### src/rtl/peri_pkg.sv
// Shared constants for the peripheral timer block: word offsets, TCON bit
// positions and the default address window.
package peri_pkg;

   // Register word offsets (addr[4:2])
   localparam logic [2:0] OFF_TH      = 3'd0;
   localparam logic [2:0] OFF_TL      = 3'd1;
   localparam logic [2:0] OFF_TCON    = 3'd2;
   localparam logic [2:0] OFF_LEDS    = 3'd3;
   localparam logic [2:0] OFF_DIGITS  = 3'd4;
   localparam logic [2:0] OFF_SYSTICK = 3'd5;

   // TCON bit indices
   localparam int unsigned TCON_EN   = 0;
   localparam int unsigned TCON_IE   = 1;
   localparam int unsigned TCON_IRQF = 2;

   // Default base of the 32-byte register window
   localparam logic [31:0] PERI_BASE_ADDR = 32'h4000_0000;

endpackage

### src/rtl/peri_timer_if.sv
// CPU load/store bus as seen by the peripheral block.
interface peri_timer_if;

   logic [31:0] addr;
   logic [31:0] wdata;
   logic        MemRead;
   logic        MemWrite;
   logic [31:0] rdata;
   logic        hit;

   // CPU side drives address, data and strobes
   modport master (
      output addr, wdata, MemRead, MemWrite,
      input  rdata, hit
   );

   // Peripheral side decodes and returns read data
   modport slave (
      input  addr, wdata, MemRead, MemWrite,
      output rdata, hit
   );

endinterface

### src/rtl/peri_timer_core.sv
// Reloadable 32-bit up-counter with interrupt flag. Owns TH, TL and TCON
// and resolves CPU writes against same-cycle counting/reload events.
module peri_timer_core
   import peri_pkg::*;
(
   input  logic        clk,
   input  logic        reset,
   input  logic        we_th,
   input  logic        we_tl,
   input  logic        we_tcon,
   input  logic [31:0] wdata,
   output logic [31:0] th,
   output logic [31:0] tl,
   output logic [2:0]  tcon,
   output logic        irq
);

   logic       ovf;
   logic       set_irqf;
   logic [2:0] irqf_mask;

   assign ovf      = tcon[TCON_EN] && (tl == '1);
   assign set_irqf = ovf && tcon[TCON_IE];

   // IRQF contribution of an overflow, ORed into any same-cycle TCON store
   always_comb begin
      irqf_mask            = '0;
      irqf_mask[TCON_IRQF] = set_irqf;
   end

   // Reload value; the reload in this same cycle still sees the old TH
   always_ff @(posedge clk or negedge reset) begin
      if (!reset)     th <= '0;
      else if (we_th) th <= wdata;
   end

   // Counter: CPU write beats increment and reload
   always_ff @(posedge clk or negedge reset) begin
      if (!reset)              tl <= '0;
      else if (we_tl)          tl <= wdata;
      else if (tcon[TCON_EN]) tl <= (tl == '1) ? th : tl + 32'd1;
   end

   // Control/status: an overflow is never lost to a concurrent software clear
   always_ff @(posedge clk or negedge reset) begin
      if (!reset)        tcon <= '0;
      else if (we_tcon)  tcon <= wdata[2:0] | irqf_mask;
      else if (set_irqf) tcon[TCON_IRQF] <= 1'b1;
   end

   assign irq = tcon[TCON_IE] & tcon[TCON_IRQF];

endmodule

### src/rtl/peri_timer.sv
// Memory-mapped peripheral window: address decode, combinational read mux,
// LED/7-segment registers, free-running cycle counter and the timer core.
module peri_timer
   import peri_pkg::*;
#(
   parameter logic [31:0] BASE_ADDR = PERI_BASE_ADDR
)(
   input  logic          clk,
   input  logic          reset,
   peri_timer_if.slave   bus,
   output logic          irq,
   output logic [7:0]    leds,
   output logic [11:0]   digits
);

   logic [2:0]  off;
   logic        wr;
   logic        we_th;
   logic        we_tl;
   logic        we_tcon;
   logic [31:0] th;
   logic [31:0] tl;
   logic [2:0]  tcon;
   logic [31:0] systick;
   logic        unused_addr_bits;

   assign bus.hit = (bus.addr[31:5] == BASE_ADDR[31:5]);
   assign off     = bus.addr[4:2];
   assign wr      = bus.hit && bus.MemWrite;
   assign we_th   = wr && (off == OFF_TH);
   assign we_tl   = wr && (off == OFF_TL);
   assign we_tcon = wr && (off == OFF_TCON);

   // Byte lane bits are not decoded
   assign unused_addr_bits = ^bus.addr[1:0];

   peri_timer_core u_core (
      .clk     (clk),
      .reset   (reset),
      .we_th   (we_th),
      .we_tl   (we_tl),
      .we_tcon (we_tcon),
      .wdata   (bus.wdata),
      .th      (th),
      .tl      (tl),
      .tcon    (tcon),
      .irq     (irq)
   );

   // LED register
   always_ff @(posedge clk or negedge reset) begin
      if (!reset)                      leds <= '0;
      else if (wr && off == OFF_LEDS) leds <= bus.wdata[7:0];
   end

   // 7-segment register {anode, seg}
   always_ff @(posedge clk or negedge reset) begin
      if (!reset)                        digits <= '0;
      else if (wr && off == OFF_DIGITS) digits <= bus.wdata[11:0];
   end

   // Free-running cycle counter, read-only
   always_ff @(posedge clk or negedge reset) begin
      if (!reset) systick <= '0;
      else        systick <= systick + 32'd1;
   end

   // Zero-latency read mux; zero when not selected or unmapped
   always_comb begin
      bus.rdata = '0;
      if (bus.hit && bus.MemRead) begin
         case (off)
            OFF_TH:      bus.rdata = th;
            OFF_TL:      bus.rdata = tl;
            OFF_TCON:    bus.rdata = {29'd0, tcon};
            OFF_LEDS:    bus.rdata = {24'd0, leds};
            OFF_DIGITS:  bus.rdata = {20'd0, digits};
            OFF_SYSTICK: bus.rdata = systick;
            default:     bus.rdata = '0;
         endcase
      end
   end

endmodule

### src/flat_wrapper.sv
// flat-port wrapper written by rule: the top's interface ports become plain ports
module peri_timer_flat import peri_pkg::*;
#(
   parameter logic [31:0] BASE_ADDR = PERI_BASE_ADDR
)
  (clk, reset, irq, leds, digits, bus_addr, bus_wdata, bus_MemRead, bus_MemWrite, bus_rdata, bus_hit);
  peri_timer_if bus_i ();
  input  logic clk;
  input  logic reset;
  output logic irq;
  output logic [7:0] leds;
  output logic [11:0] digits;
  input wire logic [$bits(bus_i.addr)-1:0] bus_addr;
  input wire logic [$bits(bus_i.wdata)-1:0] bus_wdata;
  input wire logic [$bits(bus_i.MemRead)-1:0] bus_MemRead;
  input wire logic [$bits(bus_i.MemWrite)-1:0] bus_MemWrite;
  output wire logic [$bits(bus_i.rdata)-1:0] bus_rdata;
  output wire logic [$bits(bus_i.hit)-1:0] bus_hit;
  assign bus_i.addr = bus_addr;
  assign bus_i.wdata = bus_wdata;
  assign bus_i.MemRead = bus_MemRead;
  assign bus_i.MemWrite = bus_MemWrite;
  assign bus_rdata = bus_i.rdata;
  assign bus_hit = bus_i.hit;
  peri_timer #(.BASE_ADDR(BASE_ADDR)) u_core (.clk(clk), .reset(reset), .bus(bus_i), .irq(irq), .leds(leds), .digits(digits));
endmodule
### config.mk
export PLATFORM = sky130hd
export DESIGN_NAME = peri_timer_flat
export DESIGN_NICKNAME = d
export VERILOG_FILES = /design/src/rtl/peri_pkg.sv /design/src/rtl/peri_timer_if.sv /design/src/rtl/peri_timer_core.sv /design/src/rtl/peri_timer.sv /design/src/flat_wrapper.sv
export SDC_FILE = /design/constraint.sdc
export NUM_CORES = 1
export LEC_CHECK = 0
export ABC_CLOCK_PERIOD_IN_PS = 3100
export CAP_MARGIN = 20
export CORE_ASPECT_RATIO = 1.2
export CORE_MARGIN = 4
export CORE_UTILIZATION = 25
export CTS_BUF_LIST = sky130_fd_sc_hd__clkbuf_8
export DETAILED_ROUTE_END_ITERATION = 8
export PLACE_DENSITY = 0.5
export SETUP_SLACK_MARGIN = 0.3
export SYNTH_ARGS = -nofsm -noshare
export SYNTH_HDL_FRONTEND = slang
export SYNTH_SLANG_ARGS = --single-unit
### constraint.sdc
create_clock -name clk -period 3.1 [get_ports clk]
set_input_delay 0.31 -clock clk [delete_from_list [all_inputs] [get_ports clk]]
set_output_delay 0.31 -clock clk [all_outputs]
set_load 0.1 [all_outputs]
Word-level counts from Yosys, hierarchy flattened. Cells that the tools add are included.

Register bits: 119. Bits of input ports: 68. Output and inout port bits: 54.

Add/sub/neg operators: 2. Equal/unequal tests: 7. Multiplexer cells: 7. Bitwise logic cells: 2. Reductions and logical operators: 12.

Operators with widths (count): 32-bit case mux with 6 select lines (1); 32-bit 2-to-1 mux (4); 32-bit by 1-bit adder with 32-bit output (second input constant) (2); 32-bit == test (second input constant) (1); 27-bit by 26-bit == test with 1-bit output (second input constant) (1); 1-bit logical AND (9); 3-bit by 2-bit == test with 1-bit output (second input constant) (2); 3-bit == test (second input constant) (2); 2-bit nonzero test (2); 3-bit by 1-bit == test with 1-bit output (second input constant) (1); 3-bit zero test (1); 3-bit bitwise OR (1); 1-bit 2-to-1 mux (2); 1-bit bitwise AND (1).

Logic depth before layout (Yosys ltp). Gate-level depths: netlist of run 1.

Word-level depth: 5. Gate-level depth with buffers: 10. Depth with buffers taken out: 7.

Modules after synthesis. From an unflattened synthesis of run 1, not the netlist that was laid out.

Cell total of the unflattened synthesis: 698. Area total of the unflattened synthesis: 7184.4 um2.

Modules (own cells, without submodules): peri_timer_core (times used 1, cells each 370, area an instance 3748.6 um2, seq. area each 1676.6 um2); peri_timer (times used 1, cells each 328, area an instance 3435.8 um2, seq. area each 1301.2 um2).

Least setup slack after synthesis of run 1. Ideal clock, no wire load.

Path type: in2out. Start point: input port bus_addr[15]. End point: output port bus_rdata[2]. Arrival: 4.220 ns. Data required time: 2.790 ns. Slack: -1.430 ns. Cell stages on the path: 5. Path buffers: 0. Cells stage by stage: nor4b_2 -> nand4_2 -> nor2_1 -> nand3_1 -> a21oi_1.

Longest elaborated chain between the ends: 3.

RTL lines: start: declaration (RTL line flat_wrapper.sv:13) `input wire logic [$bits(bus_i.addr)-1:0] bus_addr;`; 27-bit by 26-bit == test with 1-bit output (RTL line peri_timer.sv:27) `assign bus.hit = (bus.addr[31:5] == BASE_ADDR[31:5]);`; via bus_hit (RTL line flat_wrapper.sv:18) `output wire logic [$bits(bus_i.hit)-1:0] bus_hit;`; 1-bit logical AND (RTL line peri_timer.sv:71) `if (bus.hit && bus.MemRead) begin`; 32-bit 2-to-1 mux (RTL line peri_timer.sv:71); end: declaration (RTL line flat_wrapper.sv:17) `output wire logic [$bits(bus_i.rdata)-1:0] bus_rdata;`.

The timed path passes the listed nets, and every way through them passes these cells.

Worst setup path in the final report of run 1.
Start point: input port bus_addr[22]. End point: output port bus_rdata[7].

Longest elaborated chain between the ends: 3.

RTL lines (RTL line): 27-bit by 26-bit == test with 1-bit output (peri_timer.sv:27); 1-bit logical AND (peri_timer.sv:71); 32-bit 2-to-1 mux (peri_timer.sv:71).

No other way between the ends.

==> impl_results.rst, run 1 <==
.. list-table::
   :header-rows: 1

   * - Metric
     - Value
   * - Outcome
     - complete, no violations
   * - Syn. warnings
     - 0
   * - Diode insertion count for antenna repair
     - 0
   * - Cts hold-fix bufs
     - 1
   * - Core area
     - 27250 um^2
   * - Wire length per cell
     - 18.20 um
   * - Average via count per standard cell
     - 4.874
   * - DR DRC count
     - 0
   * - Synth Flop Type
     - sky130_fd_sc_hd__dfrtp_1
   * - Ratio of total power to cell area
     - 339.1 nW/um^2
   * - Setup violators final
     - 0
   * - Area leader, netlist
     - sky130_fd_sc_hd__dfrtp_1
   * - Worst-case clock skew
     - 12.57 ps
   * - Category of the worst setup path capture point
     - output port
   * - Most area-consuming cells after synthesis
     - sky130_fd_sc_hd__dfrtp_1 (43%), sky130_fd_sc_hd__mux2_2 (8.0%), sky130_fd_sc_hd__nor2_1 (4.4%), sky130_fd_sc_hd__xnor2_1 (4.4%), sky130_fd_sc_hd__mux2i_1 (4.3%)
   * - Class of the worst hold path
     - in2async
   * - Max Root-Sink Buffers
     - 2
   * - Initial antenna violation count
     - 0
   * - Placed instance count
     - 1154
   * - Largest fanout on the critical path
     - 8
   * - FF-to-FF path depth
     - 7
   * - Drt initial violations
     - 293
   * - Category of the critical setup timing path
     - in2out
   * - Count of TritonRoute iterations in the first routing pass
     - 4
   * - Die Y-Extent
     - 190.3 um
   * - Remaining max-slew budget at the tightest pin
     - 34.24%
   * - Remaining antenna violation count after routing
     - 0
   * - Max-slew violation count
     - 0
   * - Synthesis-to-finish area growth
     - 35.60%
   * - Starting density of the core
     - 25.42%
   * - Setup repair bufs after CTS
     - 0
   * - H-tree levels
     - 4
   * - Most heavily used metal layer in global routing
     - met2
   * - Post-route insts no fill
     - 1187
   * - Layout Utilization
     - 34.47%
   * - IO Count
     - 122
   * - GRT Resource Usage Total
     - 14.41%
   * - Post-synth net total
     - 778
   * - Count of flip-flops with a built-in enable after synthesis
     - 0
   * - Design Power
     - 3.185 mW
   * - Met3 capacity usage during global routing
     - 2.962%
   * - Global-route met1 utilization
     - 18.25%
   * - Fraction of synthesized cell area taken by the top area cell type
     - 42.99%
   * - Total die area
     - 30440 um^2
   * - Asr flop ratio synth
     - 100.0%
   * - Startpoint type of the worst setup path
     - primary input
   * - Leading cell type by number of instances after synthesis
     - sky130_fd_sc_hd__dfrtp_1
   * - Proportion of layout cells with a drive suffix above 1
     - 23.73%
   * - Transition time of the tightest slew-check pin
     - 983.2 ps
   * - Leftover overflow at the end of global routing
     - 0
   * - Met2 global-route usage
     - 24.36%
   * - GPL Wtd Cong
     - 0.8117
   * - Root buffer cell
     - sky130_fd_sc_hd__clkbuf_8
   * - Vias after detailed routing
     - 5785
   * - TritonCTS clock tree
     - built
   * - Max-cap violation count
     - 0
   * - Area of the mapped netlist
     - 6927 um^2
   * - Clk sinks
     - 119
   * - Via count of the first global-routing pass
     - 6091
   * - Die width
     - 160.0 um
   * - Worst R2R End
     - u_core.u_core.tl[1]$_DFFE_PN0P_
   * - Peak supply drop
     - 0.2590 mV
   * - Mean cell area of the mapped netlist
     - 9.783 um^2
   * - Post-Route WL
     - 21610 um
   * - Port Buffers
     - 119
   * - Post-detailed-placement half-perimeter wirelength
     - 16330 um
   * - Latest clock arrival within the worst-skew pair
     - 450 ps
   * - Share of the yosys chip area belonging to registers
     - 42.99%
   * - Cell Rows
     - 66
   * - RSZ-0062 raised after global routing
     - false
   * - Net count, final
     - 904
   * - Post-route setup TNS
     - 0 ps
   * - Maximum number of pins on one net before global-route repair
     - 64
   * - Required time reported for the critical path endpoint
     - 2790 ps
   * - Cell variety after synth
     - 60
   * - Count of final hold-check violations
     - 0
   * - Count of instances resized after the clock tree is built
     - 0
   * - Critical Path AT
     - 2320 ps
   * - Clock buffer count from CTS
     - 17
   * - Number of register bits inferred by synthesis
     - 119
   * - Synth Instances
     - 708
   * - Cell leakage power
     - 3.941 nW
   * - Reg-to-reg slack, setup
     - 640 ps
   * - Time the final worst path needs with I/O delays and setup
     - 2628 ps
   * - Most frequent cells after synthesis
     - sky130_fd_sc_hd__dfrtp_1 (119), sky130_fd_sc_hd__nor2_1 (82), sky130_fd_sc_hd__nand2_1 (64)
   * - Post-route clock period utilization
     - 84.78%
   * - Critical register-to-register path startpoint
     - u_core.u_core.tl[0]$_DFFE_PN0P_
   * - Max Freq
     - 0.3805 GHz
   * - Global-route wire length before repair
     - 34580 um
   * - Clock-pin slew on the worst setup and hold paths
     - 80 ps
==> critical path: stages <==
cell	delay [ps]
sky130_fd_sc_hd__clkdlybuf4s50_1	400
sky130_fd_sc_hd__nor4_1	290
sky130_fd_sc_hd__nand3_1	210
sky130_fd_sc_hd__buf_4	210
sky130_fd_sc_hd__nor2_4	190
sky130_fd_sc_hd__nand3_4	260
sky130_fd_sc_hd__a21oi_4	250
sky130_fd_sc_hd__buf_12	200
==> metrics by stage <==
| stage | hold WS, ps | setup WS, ps | cell area, um^2 |
|---|---|---|---|
| final | 316.3 | 471.8 | 9393 |
| after global placement | 263.3 | 315.8 | 8995 |
| after floorplan | 14.41 | 110.3 | 7018 |
| after detailed placement | 263.1 | 322.3 | 8995 |
| after global routing | 339.8 | 341.5 | 9393 |
| after CTS | 303.0 | 427.0 | 9393 |
==> routing by layer <==
layer	wire (um)	vias up	part of all wire, %
met5	0	-	0
met1	9524	2793	44
met4	521	0	2.4
li1	-	2827	-
met2	10680	138	49
met3	885	27	4.1
==> worst max-delay path by stage <==
stage | end | start | cells past startpoint | slack, ps
2_1_floorplan | bus_rdata[12] | bus_addr[15] | 6 | 110
3_3_place_gp | u_core.u_core.tl[19]$_DFFE_PN0P_ | bus_addr[15] | 7 | 320
3_5_place_dp | u_core.u_core.tl[19]$_DFFE_PN0P_ | bus_addr[15] | 7 | 320
4_1_cts | bus_rdata[7] | bus_addr[22] | 8 | 430
5_1_grt | bus_rdata[31] | bus_addr[6] | 8 | 340
6_report | bus_rdata[7] | bus_addr[22] | 8 | 470
==> placed cells by master, fill, tap and decap left out, types with 3 or more instances in the layout <==
cell                              netlist  layout
sky130_fd_sc_hd__dfrtp_1              119     119
sky130_fd_sc_hd__nor2_1                82      76
sky130_fd_sc_hd__clkdlybuf4s50_1        0      68
sky130_fd_sc_hd__nand2_1               64      64
sky130_fd_sc_hd__mux2_2                49      49
sky130_fd_sc_hd__a21oi_1               48      45
sky130_fd_sc_hd__buf_4                  2      41
sky130_fd_sc_hd__buf_12                 0      37
sky130_fd_sc_hd__xnor2_1               35      35
sky130_fd_sc_hd__mux2i_1               30      30
sky130_fd_sc_hd__nand4_1               23      23
sky130_fd_sc_hd__nand3_1               23      22
sky130_fd_sc_hd__o21ai_0               19      19
sky130_fd_sc_hd__clkbuf_8               0      18
sky130_fd_sc_hd__nor3_1                14      14
sky130_fd_sc_hd__inv_1                 12      12
sky130_fd_sc_hd__and3_1                12      12
sky130_fd_sc_hd__and4_1                11      11
sky130_fd_sc_hd__xor2_1                10      10
sky130_fd_sc_hd__and2_1                 9       9
sky130_fd_sc_hd__mux4_2                 8       8
sky130_fd_sc_hd__or3_1                  8       8
sky130_fd_sc_hd__o31ai_1                7       7
sky130_fd_sc_hd__o211ai_1               7       7
sky130_fd_sc_hd__inv_6                  0       7
sky130_fd_sc_hd__nor4_2                 5       6
sky130_fd_sc_hd__nor2_4                 0       6
sky130_fd_sc_hd__a22oi_1                6       6
sky130_fd_sc_hd__a211oi_1               6       6
sky130_fd_sc_hd__a31oi_1                5       5
sky130_fd_sc_hd__a21o_1                 5       5
sky130_fd_sc_hd__nor4_1                 4       3
sky130_fd_sc_hd__nor3_2                 3       3
sky130_fd_sc_hd__nor2b_1                3       3
sky130_fd_sc_hd__a21oi_4                0       3
sky130_fd_sc_hd__o22a_1                 3       3
sky130_fd_sc_hd__mux2_1                 3       3
sky130_fd_sc_hd__clkinv_4               0       3
sky130_fd_sc_hd__clkinvlp_4             0       3
==> sequential cells by signal, summed over array words and instances (netlist names) <==
| name | cells |
|---|---|
| u_core.u_core.th | 32 |
| u_core.leds | 8 |
| u_core.digits | 12 |
| u_core.systick | 32 |
| u_core.u_core.tcon | 3 |
| u_core.u_core.tl | 32 |
==> kinds of logic (layout without fill, tap and decap cells) <==
group	count (synthesis)	count (layout)	share of synthesized area (%)
AO/OA/AOI/OAI	121	121	11.07
XOR/XNOR	45	45	5.690
adder cells (fa/ha/maj)	2	2	0.3612
buffers and inverters	54	193	3.450
flip-flops	119	119	42.99
multiplexers	90	90	15.39
AND/OR/NAND/NOR	277	277	21.04
==> cell type report <==
class | count | area (um^2)
clock buffers | 18 | 247.7
clock inverters | 14 | 140.1
fillers | 2798 | 17860
inverters | 12 | 45.04
multi-input cells | 535 | 3807
flip-flops and latches | 119 | 2978
well taps | 340 | 425.4
repair buffers | 149 | 1749
==> power breakdown <==
part / switching (mW) / internal [mW]
registers: 0.0000469 / 1.55
clock network: 0.732 / 0.674
logic: 0.117 / 0.110
total: 0.850 / 2.34
No activity file was read; power rests on OpenSTA's default activity.
==> run 2, diff against run 1 <==
--- a/config.mk
+++ b/config.mk
@@ -5,14 +5,14 @@
 export SDC_FILE = /design/constraint.sdc
 export NUM_CORES = 1
 export LEC_CHECK = 0
-export ABC_CLOCK_PERIOD_IN_PS = 3100
+export ABC_CLOCK_PERIOD_IN_PS = 2330
 export CAP_MARGIN = 20
 export CORE_ASPECT_RATIO = 1.2
 export CORE_MARGIN = 4
 export CORE_UTILIZATION = 25
 export CTS_BUF_LIST = sky130_fd_sc_hd__clkbuf_8
 export DETAILED_ROUTE_END_ITERATION = 8
-export PLACE_DENSITY = 0.5
+export PLACE_DENSITY = 0.51
 export SETUP_SLACK_MARGIN = 0.3
 export SYNTH_ARGS = -nofsm -noshare
 export SYNTH_HDL_FRONTEND = slang
==> constraint.sdc (replaced) <==
create_clock -name clk -period 2.33 [get_ports clk]
set_input_delay 0.233 -clock clk [delete_from_list [all_inputs] [get_ports clk]]
set_output_delay 0.233 -clock clk [all_outputs]
set_load 0.1 [all_outputs]
==> impl_results.rst, run 2 (synthesized netlist as in run 1, its figures left out) <==
.. list-table::
   :header-rows: 1

   * - Metric
     - Value
   * - Outcome
     - complete, no violations (unchanged)
   * - Placed standard-cell area
     - 9671 um^2 (was 8995 um^2)
   * - Cell chain of the critical path
     - buf_4, buf_6, mux4_2, mux2i_4, nor2_4, buf_12 (was clkdlybuf4s50_1, nor4_1, nand3_1, buf_4, nor2_4, nand3_4, a21oi_4, buf_12)
   * - Startpoint type of the worst setup path
     - register (was primary input)
   * - Transition time of the tightest slew-check pin
     - 504.8 ps (was 983.2 ps)
   * - Average via count per standard cell
     - 5.031 (was 4.874)
   * - Largest fanout on the critical path
     - 2 (was 8)
   * - Max Freq
     - 0.4530 GHz
   * - Post-Route WL
     - 25800 um (was 21610 um)
   * - Remaining max-slew budget at the tightest pin
     - 66.35% (was 34.24%)
   * - Die width
     - 160.0 um (unchanged)
   * - Critical Path AT
     - 1970 ps (was 2320 ps)
   * - GRT Resource Usage Total
     - 16.03% (was 14.41%)
   * - Count of final hold-check violations
     - 0 (unchanged)
   * - Net count, final
     - 1011 (was 904)
   * - Design Power
     - 4.434 mW (was 3.185 mW)
   * - Max Root-Sink Buffers
     - 2 (unchanged)
   * - Required time reported for the critical path endpoint
     - 2100 ps (was 2790 ps)
   * - Count of TritonRoute iterations in the first routing pass
     - 5 (was 4)
   * - Starting density of the core
     - 25.42% (unchanged)
   * - Global-route wire length before repair
     - 38050 um (was 34580 um)
   * - Most frequent cells in the layout
     - sky130_fd_sc_hd__buf_4 (115), sky130_fd_sc_hd__dfrtp_1 (111), sky130_fd_sc_hd__nand2_1 (57) (was sky130_fd_sc_hd__dfrtp_1 (119), sky130_fd_sc_hd__nor2_1 (76), sky130_fd_sc_hd__clkdlybuf4s50_1 (68))
   * - Via count of the first global-routing pass
     - 6585 (was 6091)
   * - Worst-case clock skew
     - 14.33 ps (was 12.57 ps)
   * - Clk sinks
     - 119 (unchanged)
   * - DR DRC count
     - 0 (unchanged)
   * - Setup violators final
     - 0 (unchanged)
   * - Kind of cell adding the most delay to the critical path
     - multiplexers (was simple AND/OR/NAND/NOR gates)
   * - Maximum cell stage delay along the critical path
     - 480 ps (was 400 ps)
   * - H-tree levels
     - 4 (unchanged)
   * - Maximum number of pins on one net before global-route repair
     - 53 (was 64)
   * - Cell leakage power
     - 4.767 nW (was 3.941 nW)
   * - Layout Utilization
     - 40.89% (was 34.47%)
   * - Clock-pin slew on the worst setup and hold paths
     - 70 ps (was 80 ps)
   * - Wire length per cell
     - 19.95 um (was 18.20 um)
   * - Critical-path cell with the highest stage delay
     - sky130_fd_sc_hd__mux4_2 (was sky130_fd_sc_hd__clkdlybuf4s50_1)
   * - Category of the critical setup timing path
     - reg2out (was in2out)
   * - Die Y-Extent
     - 190.3 um (unchanged)
   * - Finished layout cell area
     - 11140 um^2 (was 9393 um^2)
   * - Post-route insts no fill
     - 1293 (was 1187)
   * - Post-route clock period utilization
     - 94.75%
   * - TritonCTS clock tree
     - built (unchanged)
   * - Largest regs
     - u_core.systick (32), u_core.u_core.th (32), u_core.u_core.tl (32) (unchanged)
   * - Ratio of total power to cell area
     - 397.9 nW/um^2 (was 339.1 nW/um^2)
   * - Placed instance count
     - 1203 (was 1154)
   * - Max-cap violation count
     - 0 (unchanged)
   * - Cell Rows
     - 66 (unchanged)
   * - Total die area
     - 30440 um^2 (unchanged)
   * - RSZ-0062 raised after global routing
     - true (was false)
   * - Leftover overflow at the end of global routing
     - 0 (unchanged)
   * - Clock buffer count from CTS
     - 17 (unchanged)
   * - GPL Wtd Cong
     - 0.8062 (was 0.8117)
   * - Max-slew violation count
     - 0 (unchanged)
   * - Count of buffering cells on the critical path with inverters included
     - 3 (unchanged)
   * - Vias after detailed routing
     - 6505 (was 5785)
   * - Time the final worst path needs with I/O delays and setup
     - 2208 ps
   * - IO Count
     - 122 (unchanged)
   * - Latest clock arrival within the worst-skew pair
     - 450 ps (about the same)
   * - Core area
     - 27250 um^2 (unchanged)
   * - Proportion of layout cells with a drive suffix above 1
     - 44.60% (was 23.73%)
   * - Root buffer cell
     - sky130_fd_sc_hd__clkbuf_8 (unchanged)
   * - Drt initial violations
     - 399 (was 293)
   * - Diode insertion count for antenna repair
     - 0 (unchanged)
   * - Remaining antenna violation count after routing
     - 0 (unchanged)
   * - Initial antenna violation count
     - 0 (unchanged)
   * - Synthesis-to-finish area growth
     - 60.86% (was 35.60%)
   * - Post-route setup TNS
     - 0 ps (unchanged)
   * - Post-detailed-placement half-perimeter wirelength
     - 18140 um (was 16330 um)
   * - Most common cell after layout, fill and taps aside
     - sky130_fd_sc_hd__buf_4 (was sky130_fd_sc_hd__dfrtp_1)
   * - Category of the worst setup path capture point
     - output port (unchanged)
   * - Class of the worst hold path
     - in2async (unchanged)
   * - Port Buffers
     - 119 (unchanged)
   * - Peak supply drop
     - 0.3027 mV (was 0.2590 mV)
run 2: cell count changes in the layout (fill, tap and decap cells not counted), moves of 22 or more:
cell and change:
sky130_fd_sc_hd__buf_4 +74, sky130_fd_sc_hd__buf_6 +29, sky130_fd_sc_hd__clkdlybuf4s50_1 -34, sky130_fd_sc_hd__mux2_2 -28, sky130_fd_sc_hd__mux2_4 +31, sky130_fd_sc_hd__nor2_1 -24
sky130_fd_sc_hd__nor2_4 +22
run 2: path summary, 6_finish.rpt:
check                                                     start                               end  slack (ps)  depth (start not counted)
worst min-delay path                                      reset      u_core.digits[0]$_DFFE_PN0P_         280                          2
worst max register to register  u_core.u_core.tl[0]$_DFFE_PN0P_  u_core.u_core.tl[28]$_DFFE_PN0P_         190                          8
min in group clk                                  bus_wdata[14]  u_core.u_core.tl[14]$_DFFE_PN0P_         380                          3
max in group asynchronous                                 reset  u_core.u_core.tl[28]$_DFFE_PN0P_        1360                          3
worst min register to register     u_core.systick[31]$_DFF_PN0_      u_core.systick[31]$_DFF_PN0_         490                          1
worst max-delay path            u_core.u_core.tl[0]$_DFFE_PN0P_                      bus_rdata[0]         120                          6
run 2: where the power goes:
group          switching (mW)  internal (mW)  total (mW)
Clock                   0.921           1.11        2.03
Combinational           0.189          0.153       0.342
Sequential          0.0000320           2.06        2.06
Total                    1.11           3.32        4.43
run 2: final cells by class:
type                    instances  area, um^2
clock buffers                  19       261.5
clock inverters                12       153.9
fillers                      2665       16110
inverters                      12       45.04
multi-input cells             535        4473
flip-flops and latches        119        2988
well taps                     340       425.4
repair buffers                256        2795
run 2: repair_timing:
item / CTS / global route
resized for setup: 114 / 127
endpoints found under the hold margin: 30 / 0
cloned: 2 / 5
endpoints found under the setup margin: 53 / 96
buffers inserted: 21 / 30
pin swaps: 18 / 43
hold buffers: 1 / 0
run 2: worst reg2reg max path: stages (launching register included):
cell	delay, ps
sky130_fd_sc_hd__dfrtp_1	370
sky130_fd_sc_hd__buf_6	110
sky130_fd_sc_hd__ha_4	170
sky130_fd_sc_hd__nand3_2	70
sky130_fd_sc_hd__or4_4	580
sky130_fd_sc_hd__or3_4	380
sky130_fd_sc_hd__nor2_4	90
sky130_fd_sc_hd__mux2i_1	190
sky130_fd_sc_hd__o21ai_1	70
run 2: stage by stage:
stage | hold WS, ps | worst slack (ps)
2_1_floorplan | -62.59 | -175.0
5_1_grt | 304.8 | 79.50
6_report | 283.0 | 122.4
3_3_place_gp | 233.3 | -150.1
3_5_place_dp | 231.9 | -179.5
4_1_cts | 283.6 | 203.0
run 2: per-layer routing:
layer	GRT usage, %	wire, um	part of all wire [%]
met5	0	0	0
met4	4.204	402	1.6
met3	2.876	1119	4.3
met2	27.81	13320	52
met1	20.65	10950	42
